$ cat src/rtl/uart_pkg.sv
// Shared UART definitions: receiver state encoding, width helper and default oversample ratio.
package uart_pkg;

  typedef enum logic [2:0] {
    IDLE     = 3'd0,
    START    = 3'd1,
    DATA     = 3'd2,
    STOP     = 3'd3,
    BRK_WAIT = 3'd4
  } state_t;

  localparam int unsigned OVERSAMPLE_DEFAULT = 16;

  // Bits needed to hold values 0..value-1 (minimum 0).
  function automatic int unsigned clog2(input int unsigned value);
    int unsigned result;
    result = 0;
    for (int unsigned r = 0; r < 32; r++) begin
      if (value > (32'd1 << r)) result = r + 1;
    end
    return result;
  endfunction

endpackage

$ cat src/rtl/sync_2ff.sv
// Two-flop synchronizer for an asynchronous single-bit input, with a configurable reset level.
module sync_2ff #(
  parameter logic RESET_VAL = 1'b0
) (
  input  logic clk,
  input  logic rst,
  input  logic d,
  output logic q
);

  logic meta;

  always_ff @(posedge clk) begin
    if (rst) begin
      meta <= RESET_VAL;
      q    <= RESET_VAL;
    end else begin
      meta <= d;
      q    <= meta;
    end
  end

endmodule

$ cat src/rtl/uart_rx_os.sv
// Oversampling UART receiver: mid-bit sampling, false-start rejection, framing-error
// detection, pulse and toggle delivery strobes.
module uart_rx_os
  import uart_pkg::*;
#(
  parameter int unsigned BIT_WIDTH  = 8,
  parameter logic        START_BIT  = 1'b0,
  parameter logic        LSB_TO_MSB = 1'b1,
  parameter int unsigned OVERSAMPLE = OVERSAMPLE_DEFAULT
) (
  input  logic                 clk,
  input  logic                 rst,
  input  logic                 tick,
  input  logic                 rx_pin,
  output logic [BIT_WIDTH-1:0] rx_reg,
  output logic                 valid,
  output logic                 valid_tgl,
  output logic                 frame_err,
  output logic                 busy
);

  localparam int unsigned TICK_W    = clog2(OVERSAMPLE);
  localparam int unsigned BIT_CNT_W = clog2(BIT_WIDTH + 1);
  localparam logic [TICK_W-1:0]    TICK_MID  = TICK_W'(OVERSAMPLE / 2 - 1);
  localparam logic [TICK_W-1:0]    TICK_LAST = TICK_W'(OVERSAMPLE - 1);
  localparam logic [BIT_CNT_W-1:0] BIT_LAST  = BIT_CNT_W'(BIT_WIDTH - 1);
  localparam logic                 IDLE_LVL  = ~START_BIT;

  logic syn;

  state_t                 state, state_next;
  logic [TICK_W-1:0]      tick_cnt, tick_cnt_next;
  logic [BIT_CNT_W-1:0]   bit_cnt, bit_cnt_next;
  logic [BIT_WIDTH-1:0]   shift, shift_next;
  logic [BIT_WIDTH-1:0]   rx_reg_next;
  logic                   valid_next, valid_tgl_next, frame_err_next, busy_next;

  sync_2ff #(.RESET_VAL(IDLE_LVL)) u_sync (
    .clk (clk),
    .rst (rst),
    .d   (rx_pin),
    .q   (syn)
  );

  always_ff @(posedge clk) begin
    if (rst) begin
      state     <= IDLE;
      tick_cnt  <= '0;
      bit_cnt   <= '0;
      shift     <= '0;
      rx_reg    <= '0;
      valid     <= 1'b0;
      valid_tgl <= 1'b0;
      frame_err <= 1'b0;
      busy      <= 1'b0;
    end else begin
      state     <= state_next;
      tick_cnt  <= tick_cnt_next;
      bit_cnt   <= bit_cnt_next;
      shift     <= shift_next;
      rx_reg    <= rx_reg_next;
      valid     <= valid_next;
      valid_tgl <= valid_tgl_next;
      frame_err <= frame_err_next;
      busy      <= busy_next;
    end
  end

  // Frame FSM; every decision is taken only on oversample ticks.
  always_comb begin
    state_next     = state;
    tick_cnt_next  = tick_cnt;
    bit_cnt_next   = bit_cnt;
    shift_next     = shift;
    rx_reg_next    = rx_reg;
    valid_next     = 1'b0;
    valid_tgl_next = valid_tgl;
    frame_err_next = frame_err;

    if (tick) begin
      case (state)
        IDLE: begin
          if (syn == START_BIT) begin
            state_next    = START;
            tick_cnt_next = '0;
          end
        end
        START: begin
          if (tick_cnt == TICK_MID) begin
            tick_cnt_next = '0;
            bit_cnt_next  = '0;
            state_next    = (syn == START_BIT) ? DATA : IDLE;
          end else begin
            tick_cnt_next = tick_cnt + TICK_W'(1);
          end
        end
        DATA: begin
          if (tick_cnt == TICK_LAST) begin
            shift_next    = LSB_TO_MSB ? {syn, shift[BIT_WIDTH-1:1]}
                                       : {shift[BIT_WIDTH-2:0], syn};
            bit_cnt_next  = bit_cnt + BIT_CNT_W'(1);
            tick_cnt_next = '0;
            if (bit_cnt == BIT_LAST) state_next = STOP;
          end else begin
            tick_cnt_next = tick_cnt + TICK_W'(1);
          end
        end
        STOP: begin
          if (tick_cnt == TICK_LAST) begin
            tick_cnt_next = '0;
            if (syn == IDLE_LVL) begin
              rx_reg_next    = shift;
              valid_next     = 1'b1;
              valid_tgl_next = ~valid_tgl;
              frame_err_next = 1'b0;
              state_next     = IDLE;
            end else begin
              frame_err_next = 1'b1;
              state_next     = BRK_WAIT;
            end
          end else begin
            tick_cnt_next = tick_cnt + TICK_W'(1);
          end
        end
        BRK_WAIT: begin
          if (syn == IDLE_LVL) state_next = IDLE;
        end
        default: state_next = IDLE;
      endcase
    end

    busy_next = (state_next != IDLE);
  end

endmodule

$ cat config.mk
export PLATFORM = sky130hd
export DESIGN_NAME = uart_rx_os
export DESIGN_NICKNAME = d
export VERILOG_FILES = /design/src/rtl/uart_pkg.sv /design/src/rtl/sync_2ff.sv /design/src/rtl/uart_rx_os.sv
export SDC_FILE = /design/constraint.sdc
export NUM_CORES = 1
export LEC_CHECK = 0
export CAP_MARGIN = 20
export CORE_MARGIN = 1
export CORE_UTILIZATION = 35
export DETAILED_ROUTE_END_ITERATION = 8
export PLACE_DENSITY = 0.51
export SLEW_MARGIN = 20
export SYNTH_ARGS = -nofsm -noshare
export SYNTH_HDL_FRONTEND = slang
export SYNTH_HIERARCHICAL = 1
export SYNTH_SLANG_ARGS = --single-unit
$ cat constraint.sdc
create_clock -name clk -period 2.25 [get_ports clk]
set_clock_uncertainty 0.2 [all_clocks]
set_input_delay 0.45 -clock clk [delete_from_list [all_inputs] [get_ports clk]]
set_output_delay 0.45 -clock clk [all_outputs]
set_load 0.03 [all_outputs]
---- Word-level counts from Yosys, hierarchy flattened ----
Index checks and enable logic that the tools add are counted.
cells by class
  add/sub/neg operators ................... 2
  eq/ne operators ......................... 10
  muxes and demuxes ....................... 19
  bitwise operators ....................... 4
  reductions and logical operators ........ 11
operators with widths
  kind                                                 number
  two-way mux 3 bit                                    8
  two-way mux 4 bit                                    5
  one-hot mux 3 bit (5 select lines)                   1
  one-hot mux 4 bit (3 select lines)                   1
  AND reduction 3 bit                                  3
  adder 4 x 1 -> 4 bit, second input constant          2
  equality test 4 x 3 -> 1 bit, second input constant  2
  one-hot mux 4 bit (2 select lines)                   1
  AND reduction 4 bit                                  2
  equality test 3 x 2 -> 1 bit, second input constant  2
  inequality test 2 bit, second input constant         3
  nonzero test 3 bit                                   2
  equality test 4 bit, second input constant           1
  inverter 1 bit                                       4
  OR reduction 4 bit                                   1
  equality test 3 x 1 -> 1 bit, second input constant  1
  equality test 3 bit, second input constant           1
  logical NOT 3 bit                                    1
  two-way mux 1 bit                                    2
  two-way mux 2 bit                                    1
  nonzero test 2 bit                                   1
  OR reduction 2 bit                                   1
word-level totals
  flip-flop bits (word level) ............. 33
  bits of input ports ..................... 4
  output and inout port bits .............. 12
  word-level logic and storage cells ...... 57

---- Logic depth before layout (Yosys ltp) ----
  word-level depth ........................ 6
  gate-level depth with buffers ........... 6

---- By module ----
Netlist, hierarchy kept.
by module, submodules not included
  module      times used  cells each  area an instance (sq um)
  uart_rx_os  1           150         1365.1
  sync_2ff    1           4           52.6

---- Worst setup path after synthesis ----
Ideal clock, no wire load.
  kind .................................... register -> register
  start ................................... register tick_cnt[0]
  end ..................................... register rx_reg[0]
  library setup time ...................... 117 ps
  arrival ................................. 1524 ps
  path slack .............................. 409 ps
  cell stages (with the launch flop) ...... 6
  buffers on the path ..................... 0
  path through ............................ dfxtp_1 -> ha_1 -> nand3_1 -> nor4b_2 -> nor2_1 -> a22o_1
on the way
  cells in the longest elaborated chain, start to end .. 2
ends and longest elaborated chain
  what                           RTL line           source
  start, declared                uart_rx_os.sv:32   logic [TICK_W-1:0] tick_cnt, tick_cnt_next;
  start signal, assigned         uart_rx_os.sv:58   tick_cnt <= tick_cnt_next;
  equality test 4 bit            uart_rx_os.sv:109  if (tick_cnt == TICK_LAST) begin
  AND reduction 4 bit (no line)  n/a
  end signal, assigned           uart_rx_os.sv:61   rx_reg <= rx_reg_next;
  end, declared                  uart_rx_os.sv:15   output logic [BIT_WIDTH-1:0] rx_reg,
Every way passes these cells.
A chain may end at the register's enable or synchronous reset.

---- Final worst setup path ----
  start ................................... register valid_tgl
  end ..................................... output port valid_tgl
RTL lines
  what                    RTL line          source
  start, declared         uart_rx_os.sv:17  output logic valid_tgl,
  start signal, assigned  uart_rx_os.sv:63  valid_tgl <= valid_tgl_next;
No word-level cell between the ends.

==> summary.md <==
| Metric | Value |
|---|---|
| Share of the synthesized area in the top cell type | 46.6% |
| Row count | 22 |
| Worst setup startpoint | valid_tgl |
| DRC viols | 0 |
| Least-Margin Pin Slew | 0.512 ns |
| Post-Syn Area | 1420 um^2 |
| Number of gates resized after CTS | 0 |
| Final HPWL DP | 2190 um |
| Synthesis warning total | 6 |
| Number of antenna violations at the first check in global routing | 0 |
| Post-route cell area | 1740 um^2 |
| Min cycle time layout | 1.99 ns |
| Die area | 4310 um^2 |
| Crit path to | valid_tgl |
| Vias in the first global route | 1111 |
| Overflow after GRT | 0 |
| MaxCap Viol Count | 0 |
| I/O pins | 16 |
| Fin cells | 227 |
| Die height | 65.6 um |
| Top_reg_cell synth | dfxtp_1 |
| Flop-to-flop setup slack | 0.28 ns |
| Max frequency | 504 MHz |
| Largest stage delay, worst path | 0.70 ns |
| IO buf count | 15 |
| RSZ-0062 raised after global routing | false |
| Crit path DAT | 1.34 ns |
| Lkg Pwr | 0.615 nW |
| DRT Wirelength | 3040 um |
| Share of layout cells above drive strength 1 | 12.8% |
| Hold slack | 0.206 ns |
| Critical path's top delay family | buffers and inverters |
| ANT nets after route | 0 |
| PwrDens | 605 nW/um^2 |
| Post-synth cell types | 43 |
| Clock transition at the registers of the reported paths | 0.07 ns |
| Count leader, synth | dfxtp_1 |
| Post-synth ARST share | 0% |
| R2r worst-path depth | 4 |
| CP Buf/Inv Count | 1 |
| Worst r2r src | state[0] |
| Number of H-tree levels | 2 |
| Initial Utilization | 37.6% |
| Hold Buf Count CTS | 0 |
| Post-CTS Setup Inserts | 0 |
| Total CTS buffers | 5 |
| Global-route wire length before repair | 5390 um |
| Placed Instance Area | 1660 um^2 |
| Number of synthesized flops with an enable pin | 0 |
| Worst IR drop on VDD | 0.333 mV |
| Yosys reg bits | 33 |
| Top cells by count, synth | 33 x dfxtp_1, 24 x nand2_1, 11 x a21oi_1 |
| Avg Vias per Cell | 5.23 |
| Period utilization | 88.2% |
| Drt wl/cell | 13.4 um |
| Clk Latency, worst-skew pair | 0.28 ns |
| CTS tree | yes |
| Crit path depth | 1 |
| Max_slew headroom | 65.7% |
| CTS Buffer Depth | 2 |
| Final worst setup slack | 0.265 ns |
| CP Capture Type | output port |
| Sequential area share after synthesis | 46.6% |
| Largest net degree at the start of global routing | 15 |
| Status | finished clean |
| Worst slack at placement | -0.0418 ns |
| Crit-path max FO | 2 |
| Required time of the critical path | 1.60 ns |
| Final setup viols | 0 |
| Mapped Nets | 160 |
| CP startpoint kind | register |
| Routed via count | 1187 |
| Worst Hold Class | reg2reg |
| Kind of critical path | reg2out |
| Synth top area cells | dfxtp_1 47%, nand2_1 6.4%, a22o_1 4.9% |
| Routability cong. | 0.803 |
| Final net count | 184 |
| Total GRT Usage | 17.2% |
| Clk root buf | clkbuf_8 |
| Final Hold Fails | 0 |
| Core area | 3770 um^2 |
| Cell accounting for the most synthesized area | dfxtp_1 |
| Worst reg2reg path endpoint | bit_cnt[3] |
| First DRT Iteration DRCs | 91 |
| Die W | 65.6 um |
| Avg Inst Size Synth | 9.21 um^2 |
| Area Growth Syn to Fin | 22.7% |
| Clock Sinks | 33 |
| Crit path cell chain | clkdlybuf4s50_1 |
| Slew Limit Fails | 0 |
| Router iterations before antenna repair | 5 |
| Cells after Synth | 154 |
| Cell count after placement | 219 |
| # diodes | 0 |
| Max stage delay cell, worst path | clkdlybuf4s50_1 |
| Final core utilization | 46.1% |
## layout by cell type, fill, tap and decap left out, types with 2 or more instances in the layout
cell type and n:
nor2_1 8, nand3_1 6, a211o_1 2, nand2b_1 3, and3_1 2, nand3b_1 5
a21oi_1 11, ha_1 2, a22o_1 8, clkdlybuf4s50_1 15, nor2b_1 6, dfxtp_1 33
or2_1 3, nand2_1 24, clkinv_2 2, a211oi_1 2, clkbuf_8 5, buf_4 11
xnor2_1 2, o21ai_1 2, a22oi_1 2, a31oi_1 2, nand4_1 2
## metal layers
| metal | GRT usage, % | wire [um] |
|---|---|---|
| met5 | 0 | 0 |
| met2 | 23.6 | 1310 |
| met1 | 23.2 | 1570 |
| met4 | 7.88 | 29 |
| met3 | 6.94 | 138 |
## metrics by stage
stage / setup TNS [ns] / power (mW)
floorplan: 0 / 0.624
global placement: 0 / 0.644
detailed placement: -0.289 / 0.644
CTS: 0 / 1.07
global route: 0 / 1.11
finish: 0 / 1.05
## report_power, final
group	internal, mW	switching, mW
clock network	0.214	0.207
logic	0.0197	0.0208
registers	0.587	0.00363
total	0.821	0.232
## layout make-up
| type | instances | area (um^2) |
|---|---|---|
| clock buffers | 6 | 72.6 |
| clock inverters | 2 | 10.0 |
| fillers | 350 | 2030 |
| multi-input cells | 112 | 703 |
| flip-flops and latches | 33 | 661 |
| well taps | 48 | 60.1 |
| repair buffers | 26 | 233 |
## cells by family (layout without fill, tap and decap cells)
kind of cell,after synthesis,after routing,share of synthesized area (%)
AND/OR/NAND/NOR,68,68,26.0
buffers and inverters,9,34,3.80
multiplexers,1,1,0.706
AO/OA/AOI/OAI,39,39,19.9
adder cells (fa/ha/maj),2,2,1.76
XOR/XNOR,2,2,1.24
flip-flops,33,33,46.6
## worst min path at each step
stage	depth (start not counted)	startpoint	slack [ns]	end
3_3_place_gp	1	u_sync/meta	0.20	u_sync/q
4_1_cts	1	u_sync/meta	0.21	u_sync/q
2_1_floorplan	1	u_sync/meta	0.19	u_sync/q
6_report	1	u_sync/meta	0.21	u_sync/q
5_1_grt	1	u_sync/meta	0.22	u_sync/q
3_5_place_dp	1	u_sync/meta	0.20	u_sync/q
Power figures use the tool's default switching activity.
